### src/rtl/stages_definition_pkg.sv
// Shared pipeline definitions for the pixel write buffer: screen geometry
// defaults, the buffered write request record and the buffer FSM states.
package stages_definition_pkg;

  localparam int PIX_SCREEN_W = 640;
  localparam int PIX_SCREEN_H = 480;
  localparam int PIX_ADDR_W   = 19;
  localparam int PIX_PIX_W    = 8;

  // One buffered pixel write: linear frame address plus the stored pixel.
  typedef struct packed {
    bit [PIX_ADDR_W-1:0] addr;
    bit [PIX_PIX_W-1:0]  pix;
  } pix_req;

  typedef enum logic [2:0] {
    IDLE,
    WR_REQ,
    RD_WAIT_DRAIN,
    RD_REQ,
    RD_RESP
  } pix_buf_state;

endpackage

### src/rtl/pix_write_buffer_fifo.sv
// pix_fifo: small synchronous FIFO with occupancy count.
// Push while full and pop while empty are ignored.
module pix_fifo #(
  parameter int WIDTH = 27,
  parameter int DEPTH = 4,
  localparam int AW   = $clog2(DEPTH),
  localparam int CW   = AW + 1
) (
  input  logic             clk,
  input  logic             rst_n,
  input  logic             push_i,
  input  logic             pop_i,
  input  logic [WIDTH-1:0] wdata_i,
  output logic [WIDTH-1:0] rdata_o,
  output logic             full_o,
  output logic             empty_o,
  output logic [CW-1:0]    count_o
);

  logic [WIDTH-1:0] mem_q [DEPTH];
  logic [AW-1:0]    wptr_q, rptr_q;
  logic [CW-1:0]    count_q;
  logic             do_push, do_pop;

  assign full_o  = (count_q == CW'(DEPTH));
  assign empty_o = (count_q == '0);
  assign count_o = count_q;
  assign rdata_o = mem_q[rptr_q];
  assign do_push = push_i && !full_o;
  assign do_pop  = pop_i && !empty_o;

  // Storage array; contents are meaningless until written, so no reset.
  always_ff @(posedge clk) begin
    if (do_push) mem_q[wptr_q] <= wdata_i;
  end

  // Pointers and occupancy.
  always_ff @(posedge clk or negedge rst_n) begin
    if (!rst_n) begin
      wptr_q  <= '0;
      rptr_q  <= '0;
      count_q <= '0;
    end else begin
      if (do_push) wptr_q <= wptr_q + 1'b1;
      if (do_pop)  rptr_q <= rptr_q + 1'b1;
      count_q <= count_q + CW'(do_push) - CW'(do_pop);
    end
  end

endmodule

### src/rtl/pix_write_buffer.sv
// pix_write_buffer: MEM-stage pixel memory responder. Writes are queued and
// drained to the single-port frame memory; reads wait for all older writes.
// Optional build macro PIX_BUF_CLIP_EN: drop off-screen writes, answer
// off-screen reads with zero, and expose a sticky clip_err flag.
module pix_write_buffer
  import stages_definition_pkg::*;
#(
  parameter int DEPTH    = 4,
  parameter int SCREEN_W = PIX_SCREEN_W,
  parameter int SCREEN_H = PIX_SCREEN_H,
  parameter int ADDR_W   = PIX_ADDR_W,
  parameter int PIX_W    = PIX_PIX_W
) (
  input  logic              clk,
  input  logic              rst_n,
  input  logic              wr_en,
  input  logic [31:0]       ax,
  input  logic [31:0]       ay,
  input  logic [31:0]       wd,
  input  logic              rd_en,
  input  logic [31:0]       rd_ax,
  input  logic [31:0]       rd_ay,
  output logic [31:0]       rd_data,
  output logic              rd_valid,
  output logic              stall_o,
  output logic              pm_valid,
  input  logic              pm_ready,
  output logic              pm_we,
  output logic [ADDR_W-1:0] pm_addr,
  output logic [PIX_W-1:0]  pm_wdata,
  input  logic              pm_rvalid,
  input  logic [PIX_W-1:0]  pm_rdata
`ifdef PIX_BUF_CLIP_EN
  ,
  output logic              clip_err
`endif
);

  localparam int CW = $clog2(DEPTH) + 1;
  localparam int EW = ADDR_W + PIX_W;

  pix_buf_state      state_q, state_d;
  logic [CW-1:0]     drain_q, drain_d;   // writes still ahead of the pending read
  logic [ADDR_W-1:0] rd_addr_q;
  logic              rd_valid_q;
  logic [31:0]       rd_data_q;

  logic [31:0]       wr_lin, rd_lin;
  logic              wr_in, rd_in;
  logic              push, pop, full, empty, rd_acc, wr_phase, rd_pend;
  logic [CW-1:0]     count, cnt_after;
  logic [EW-1:0]     head;

  // Linear frame address from the low 16 bits of each coordinate.
  assign wr_lin = ({16'd0, ay[15:0]} * 32'(SCREEN_W)) + {16'd0, ax[15:0]};
  assign rd_lin = ({16'd0, rd_ay[15:0]} * 32'(SCREEN_W)) + {16'd0, rd_ax[15:0]};

`ifdef PIX_BUF_CLIP_EN
  logic clip_err_q;
  assign wr_in    = (ax < 32'(SCREEN_W)) && (ay < 32'(SCREEN_H));
  assign rd_in    = (rd_ax < 32'(SCREEN_W)) && (rd_ay < 32'(SCREEN_H));
  assign clip_err = clip_err_q;

  // Sticky record of any off-screen access that was dropped.
  always_ff @(posedge clk or negedge rst_n) begin
    if (!rst_n) clip_err_q <= 1'b0;
    else if ((wr_en && !wr_in) || (rd_acc && !rd_in)) clip_err_q <= 1'b1;
  end

  logic unused_bits;
  assign unused_bits = ^{wd[31:PIX_W]};
`else
  assign wr_in = 1'b1;
  assign rd_in = 1'b1;

  logic unused_bits;
  assign unused_bits = ^{ax[31:16], ay[31:16], rd_ax[31:16], rd_ay[31:16],
                         wd[31:PIX_W], 32'(SCREEN_H)};
`endif

  // Space freed by a same-cycle pop is not reused; stall depends on count only.
  assign push = wr_en && wr_in && !full;

  pix_fifo #(.WIDTH(EW), .DEPTH(DEPTH)) u_fifo (
    .clk     (clk),
    .rst_n   (rst_n),
    .push_i  (push),
    .pop_i   (pop),
    .wdata_i ({wr_lin[ADDR_W-1:0], wd[PIX_W-1:0]}),
    .rdata_o (head),
    .full_o  (full),
    .empty_o (empty),
    .count_o (count)
  );

  // A read is taken only when no other read is outstanding, the same-cycle
  // write (older in program order) is not being refused, and the previous
  // read's completion pulse is not on the bus (that instruction is leaving).
  assign rd_acc   = rd_en && !full && !rd_valid_q &&
                    ((state_q == IDLE) || (state_q == WR_REQ));
  assign rd_pend  = (state_q == RD_WAIT_DRAIN) || (state_q == RD_REQ) ||
                    (state_q == RD_RESP);
  assign wr_phase = (state_q == WR_REQ) ||
                    ((state_q == RD_WAIT_DRAIN) && (drain_q != '0));
  assign pop      = wr_phase && pm_ready;
  assign cnt_after = count + CW'(push) - CW'(pop);

  assign stall_o  = full || rd_acc || rd_pend;
  assign rd_valid = rd_valid_q;
  assign rd_data  = rd_data_q;

  // Memory request port: head of FIFO while draining, latched read address.
  always_comb begin
    pm_valid = 1'b0;
    pm_we    = 1'b0;
    pm_addr  = '0;
    pm_wdata = '0;
    if (wr_phase) begin
      pm_valid = 1'b1;
      pm_we    = 1'b1;
      pm_addr  = head[EW-1:PIX_W];
      pm_wdata = head[PIX_W-1:0];
    end else if (state_q == RD_REQ) begin
      pm_valid = 1'b1;
      pm_addr  = rd_addr_q;
    end
  end

  // Next-state: drain writes, then issue the read once older writes are gone.
  always_comb begin
    state_d = state_q;
    drain_d = drain_q;
    unique case (state_q)
      IDLE:    if (push || !empty) state_d = WR_REQ;
      WR_REQ:  if (pop && (cnt_after == '0)) state_d = IDLE;
      RD_WAIT_DRAIN: begin
        if (pop) drain_d = drain_q - 1'b1;
        if ((drain_q == '0) || (pop && (drain_q == CW'(1)))) state_d = RD_REQ;
      end
      RD_REQ:  if (pm_ready) state_d = RD_RESP;
      RD_RESP: if (pm_rvalid) state_d = IDLE;
      default: state_d = IDLE;
    endcase
    if (rd_acc && rd_in) begin
      state_d = RD_WAIT_DRAIN;
      drain_d = cnt_after;
    end
  end

  // FSM state, pending-read bookkeeping and the read return register.
  always_ff @(posedge clk or negedge rst_n) begin
    if (!rst_n) begin
      state_q    <= IDLE;
      drain_q    <= '0;
      rd_addr_q  <= '0;
      rd_valid_q <= 1'b0;
      rd_data_q  <= '0;
    end else begin
      state_q    <= state_d;
      drain_q    <= drain_d;
      rd_valid_q <= 1'b0;
      if (rd_acc) rd_addr_q <= rd_lin[ADDR_W-1:0];
      if ((state_q == RD_RESP) && pm_rvalid) begin
        rd_valid_q <= 1'b1;
        rd_data_q  <= {{(32-PIX_W){1'b0}}, pm_rdata};
      end else if (rd_acc && !rd_in) begin
        rd_valid_q <= 1'b1;
        rd_data_q  <= '0;
      end
    end
  end

endmodule

### config.mk
export PLATFORM = sky130hd
export DESIGN_NAME = pix_write_buffer
export DESIGN_NICKNAME = d
export VERILOG_FILES = /design/src/rtl/stages_definition_pkg.sv /design/src/rtl/pix_write_buffer_fifo.sv /design/src/rtl/pix_write_buffer.sv
export SDC_FILE = /design/constraint.sdc
export NUM_CORES = 1
export LEC_CHECK = 0
export CAP_MARGIN = 10
export CORE_UTILIZATION = 30
export DETAILED_ROUTE_END_ITERATION = 8
export SYNTH_ARGS = -nofsm -noshare
export SYNTH_HDL_FRONTEND = slang
export SYNTH_SLANG_ARGS = --single-unit
### constraint.sdc
create_clock -name clk -period 7.6 [get_ports clk]
set_clock_uncertainty 0.15 [all_clocks]
set_input_delay 0.76 -clock clk [delete_from_list [all_inputs] [get_ports clk]]
set_output_delay 0.76 -clock clk [all_outputs]
set_load 0.02 [all_outputs]
==> results of run 1 <==
## worst max-delay path, cell delays in order
cell             delay [ns]
clkdlybuf4s50_1        0.46
ha_1                   0.31
ha_1                   0.16
inv_1                  0.06
fa_1                   0.39
nor2b_1                0.13
o21a_1                 0.13
o21a_1                 0.16
nor2_1                 0.06
ha_1                   0.31
o21ai_0                0.12
nor2_1                 0.06
a221oi_1               0.36
nand3b_1               0.17
xnor3_1                0.28
## through the flow
stage | std cells | hold WS (ns) | instance area, µm² | setup WS (ns) | power [mW]
floorplan | 606 | 0.299 | 8070 | 3.99 | 2.36
global placement | 1020 | 0.315 | 9420 | 3.24 | 2.93
detailed placement | 1020 | 0.321 | 9420 | 3.20 | 2.95
CTS | 1052 | 0.336 | 10000 | 3.65 | 3.82
global route | 1052 | 0.364 | 10000 | 3.40 | 4.01
finish | 1052 | 0.329 | 10000 | 3.65 | 3.76
## cell usage in the layout (no fill, tap or decap), drive strengths merged, types with 18 or more instances in the layout
cell type      instances
a21oi                 23
xnor2                 30
nand2                 24
nor2                  29
mux4                  27
clkdlybuf4s50        115
inv                   40
o21ai                 26
edfxtp               108
conb                  24
ha                    65
dfrtp                 41
mux2                  18
a22o                  19
## layout make-up
type,instances,area (µm²),area share
flip-flops and latches,149,4270,0.426
repair buffers,122,1200,0.120
clock inverters,15,181,0.0181
inverters,30,113,0.0112
clock buffers,17,425,0.0424
well taps,335,419,0.0418
multi-input cells,384,3410,0.340
## cells by family after synthesis
kind of cell,Yosys count,synth area share
flops,149,0.535
simple gates,103,0.0663
compound gates,102,0.0864
buf+inv,73,0.0488
fa+ha+maj,71,0.117
mux,45,0.102
xor+xnor,39,0.0445
other cells,1,0.000470
## flip-flops by register name (all words and copies together), names as in the netlist
register	flops
rd_addr_q	19
u_fifo.count_o	3
u_fifo.mem_q	108
rd_data	8
drain_q	3
u_fifo.rptr_q	2
state_q	3
rd_valid	1
u_fifo.wptr_q	2
## power by group
| part | total (mW) | internal, mW | switching (mW) |
|---|---|---|---|
| logic | 1.60 | 0.777 | 0.822 |
| clock network | 0.857 | 0.499 | 0.358 |
| registers | 1.30 | 1.15 | 0.146 |
## path summary, 6_finish.rpt
path | start | to | slack, ns | cells past startpoint
hold / removal | rd_addr_q[16]$_DFFE_PN0P_ | rd_addr_q[16]$_DFFE_PN0P_ | 0.33 | 2
setup reg to reg | drain_q[0]$_DFFE_PN0P_ | state_q[0]$_DFFE_PN0P_ | 3.81 | 16
max in group asynchronous | rst_n | u_fifo.rptr_q[0]$_DFFE_PN0P_ | 6.29 | 1
hold reg to reg | rd_addr_q[16]$_DFFE_PN0P_ | rd_addr_q[16]$_DFFE_PN0P_ | 0.33 | 2
setup / recovery | ay[1] | u_fifo.mem_q[0][26]$_DFFE_PP_ | 3.65 | 15
min in group asynchronous | rst_n | rd_data[1]$_DFFE_PN0P_ | 0.35 | 1
## metal layers
metal,vias up,wire [µm],share of wire
li1,2364,-,-
met1,2268,7930,0.49
met2,90,7210,0.45
met3,12,751,0.047
met4,0,164,0.010
met5,-,0,0
==> results.cfg, run 1 <==
[status]
status = completed

[global_route]
grtUsageTotal = 0.125
grt_max_degree = 42
met2_usage = 0.190
use_met1 = 0.174
antenna_found_initial = 0
top_usage_layer = met2
gr-total-overflow = 0
first_global_vias = 4775
grt_pass1_wl_mm = 25.5
use_met3 = 0.0307

[synthesis]
synth-edff-count = 108
yosys.area.top_type = edfxtp_1
synth_most_common_cell = edfxtp_1
yosys-top-cells-area = edfxtp_1 (41%), dfrtp_1 (13%), ha_1 (10%), mux4_2 (7.6%), xnor2_1 (3.3%)
synth-seq-cells = 149
ys.flop_type = edfxtp_1
netlist_instances = 583
syn_area_um2 = 7980
synth.distinct_cells = 48
ys_seq_area_frac = 0.535
yosys-top-cells-count = edfxtp_1 (108), ha_1 (65), dfrtp_1 (41), inv_1 (30), xnor2_1 (30)
netlist.area_leader.share = 0.406
ys_warn_count = 0
syn_area_per_cell_um2 = 13.7
async_reset_ff_frac = 0.275

[critical_path]
crit_path_end_kind = flop
cp_max_fo = 4
crit_arrival_ns = 3.94
worstPathRequired_ns = 7.58
start_kind = primary input
path_class = in -> reg

[pwr]
power.density_nw_per_um2 = 375
power.leakage_nw = 3.87
irDropWorstVdd_mv = 0.187

[timing]
rsz0062_at_grt = false
setup_tns_ns = 0
final_max_slew_viol_count = 0
finalSetupViolCount = 0
worstMarginPinSlew_ns = 1.00
period_needed_ns = 3.95
relSlewSlack = 0.332
finalHoldViolCount = 0
fmax_mhz = 253
fin_crit_sh = 0.520

[layout]
antennaDiodeCount = 0
fin_nets = 949
layout-drive-gt1-share = 0.128
area_growth_pct = 25.6
post-route-util = 0.385
fillCellCount = 2455

[floorplanning]
design.die.area_um2 = 27300
start_util = 0.306
core-area_um2 = 26100
ios = 237
fp-row-count = 59
die_h_um = 165
die_width_um = 165

[detailed_routing]
routed_wl_mm = 16.0
dr.pass1.iters = 4
viasPerCell = 4.50
final_antenna_net_count = 0
drtIter0Drc = 214
route.detailed.wl_per_inst_um = 15.3
drcViolationCount = 0
vias = 4734

[clocking]
cts.sinks = 149
cts_tree = yes
cts_buffers = 17
clock_path_buffers = 2
worst_skew_pair.late_latency_ns = 0.42
cts_htree_levels = 4
postCtsSetupBuffers = 0
postCtsHoldBufs = 0
cts_resized = 0
cts_root_buf = clkbuf_16
clk_pin_slew_worst_paths_ns = 0.06

[placement]
numPortBuffers = 116
dp_hpwl_mm = 11.5
gp_congestion = 0.753

[flow_run]
max-cap-violations = 0

[worst_hold_path]
hold_class = reg -> reg
(Power assumes the default switching activity.)
==> run 2, diff against run 1 <==
==> constraint.sdc (replaced) <==
create_clock -name clk -period 3.24 [get_ports clk]
set_clock_uncertainty 0.15 [all_clocks]
set_input_delay 0.324 -clock clk [delete_from_list [all_inputs] [get_ports clk]]
set_output_delay 0.324 -clock clk [all_outputs]
set_load 0.02 [all_outputs]
==> run 2 against run 1 <==
  * Routed wire length increased by 6.0%
  * Sequential power increased by 120%
  * Clock power increased by 120%
  * Register-to-register slack worse by 3.8 ns
  * Total power rose by 140%
  * Design area is 7.6% higher
  * Die area stayed put
  * Flip-flop and latch count unchanged
  * Setup slack lost 3.6 ns
  * Clock-buffer cell count unchanged
  * Utilization grew 2.9 points
  * Largest cell class unchanged
==> results.cfg, run 2 (same netlist as run 1, synthesis figures left out) <==
[floorplanning]
design.die.area_um2 = 27300
fp-row-count = 59
start_util = 0.306
core-area_um2 = 26100
ios = 237
die_h_um = 165
die_width_um = 165

[clocking]
clock_path_buffers = 2
cts_htree_levels = 4
worst_skew_pair.late_latency_ns = 0.41
cts_root_buf = clkbuf_16
cts.sinks = 149
clk_pin_slew_worst_paths_ns = 0.07
cts_buffers = 17
cts_tree = yes

[critical_path]
rr_endpoint = state_q[0]$_DFFE_PN0P_
r2r_start = drain_q[1]$_DFFE_PN0P_
timing.critical_path.to = state_q[0]$_DFFE_PN0P_
path_class = reg -> reg
cp_common_cell = ha_4
cp-startpoint = drain_q[1]$_DFFE_PN0P_
cpMaxStageDelayCell = fa_2
worst-path-stages = 15
critPathTopFamily = adder cells
crit_arrival_ns = 3.39
cp_max_fo = 3
start_kind = flop
crit_path_end_kind = flop
rr_worst_depth = 15
path_buf_inv = 2
path_cells = inv_2 -> ha_4 -> ha_4 -> or3b_4 -> a21oi_4 -> and2_4 -> ha_4 -> inv_2 -> ha_4 -> fa_2 -> nor3_2 -> a21o_1 -> o311a_1 -> o211ai_1 -> o211ai_1
r2r_slack_ns = 0.04
worstPathRequired_ns = 3.42
crit_path_max_incr_delay_ns = 0.44

[placement]
place_inst = 1090
dp_hpwl_mm = 12.0
gp_congestion = 0.753
pre_cts_slack_ns = -0.564
numPortBuffers = 116

[timing]
whs_ns = 0.292
fin_crit_sh = 0.988
setup_tns_ns = 0
finalHoldViolCount = 0
finalSetupViolCount = 0
setup_ws_ns = 0.0379
final_max_slew_viol_count = 0
period_needed_ns = 3.20
rsz0062_at_grt = true
relSlewSlack = 0.360
worstMarginPinSlew_ns = 0.961
fmax_mhz = 312

[pwr]
power.density_nw_per_um2 = 849
power.leakage_nw = 4.45
irDropWorstVdd_mv = 0.455

[detailed_routing]
final_antenna_net_count = 0
route.detailed.wl_per_inst_um = 15.0
vias = 5090
drcViolationCount = 0
viasPerCell = 4.49
routed_wl_mm = 17.0
drtIter0Drc = 266
dr.pass1.iters = 4

[layout]
layout-drive-gt1-share = 0.243
area_growth_pct = 35.1
largest_register_ffs = 108
post-route-util = 0.414
final_common_cell = edfxtp_1
mostFrequentLayoutCells = edfxtp_1 (108), clkdlybuf4s50_1 (83), buf_4 (81)
fin_nets = 1029
regMostFlops = u_fifo.mem_q
instances_no_fill = 1133

[global_route]
grt_max_degree = 42
first_global_vias = 5171
grtUsageTotal = 0.132
gr-total-overflow = 0
grt_pass1_wl_mm = 27.2
antenna_found_initial = 1

[worst_hold_path]
hold_class = in -> reg

[flow_run]
max-cap-violations = 0

[status]
status = completed
==> run 2: cell count changes in the layout (fill, tap and decap cells not counted), moves of 3 or more <==
cell and change:
ha_1 -10, buf_12 +4, dlymetal6s2s_1 +9, clkinv_2 +3, buf_4 +75, inv_1 -4, ha_4 +8, inv_2 +4
dlygate4sd2_1 +23, o21ai_1 +3, clkdlybuf4s50_1 -32, o21ai_0 -4
==> run 2: final cells by class <==
| type | count | area (µm²) |
|---|---|---|
| Multi-Input combinational cell | 384 | 3560 |
| Timing Repair Buffer | 202 | 1850 |
| Sequential cell | 149 | 4270 |
| Clock inverter | 15 | 141 |
| Fill cell | 2423 | 15300 |
| Antenna cell | 1 | 2.50 |
| Tap cell | 335 | 419 |
| Clock buffer | 17 | 425 |
| Inverter | 30 | 113 |
==> run 2: how the worst min path moves through the flow <==
| stage | from | to | slack, ns | cells past startpoint |
|---|---|---|---|---|
| global route | ay[0] | u_fifo.mem_q[1][15]$_DFFE_PP_ | 0.32 | 3 |
| finish | ay[0] | u_fifo.mem_q[1][15]$_DFFE_PP_ | 0.29 | 3 |
| floorplan | rst_n | drain_q[0]$_DFFE_PN0P_ | -0.12 | 0 |
| global placement | rd_addr_q[17]$_DFFE_PN0P_ | rd_addr_q[17]$_DFFE_PN0P_ | 0.32 | 2 |
| CTS | rd_addr_q[16]$_DFFE_PN0P_ | rd_addr_q[16]$_DFFE_PN0P_ | 0.34 | 2 |
| detailed placement | rd_addr_q[16]$_DFFE_PN0P_ | rd_addr_q[16]$_DFFE_PN0P_ | 0.32 | 2 |
==> run 2: layer usage <==
metal | track usage | vias up | share of wire
met3 | 0.0285 | 12 | 0.046
li1 | - | 2528 | -
met1 | 0.182 | 2457 | 0.49
met2 | 0.208 | 93 | 0.46
met4 | 0.0363 | 0 | 0.010
met5 | 0 | - | 0
==> run 2: tightest hold or removal path, delay by kind of cell <==
| kind | cells | cell delay [ns] |
|---|---|---|
| buffers and inverters | 2 | 0.22 |
| adder cells (fa/ha/maj) | 1 | 0.18 |
==> run 2: metrics by stage <==
step / cell area, µm² / total power [mW]
floorplan: 8070 / 5.54
global placement: 9980 / 7.21
detailed placement: 9980 / 7.27
CTS: 10600 / 9.20
global route: 10800 / 9.77
finish: 10800 / 9.15
==> run 2: power by group <==
group          switching (mW)  internal, mW  leakage (nW)  total (mW)
registers               0.196          2.71          1.48        2.91
logic                    2.24          2.13          2.68        4.36
clock network           0.806          1.08         0.284        1.88
==> run 2: what timing repair did <==
item / in CTS / in global routing
cloned: 0 / 0
hold buffers: 1 / 0
pin swaps: 12 / 23
resized for setup: 43 / 24
endpoints found under the setup margin: 36 / 24
setup buffers: 3 / 6
hold endpoints to repair: 41 / 0
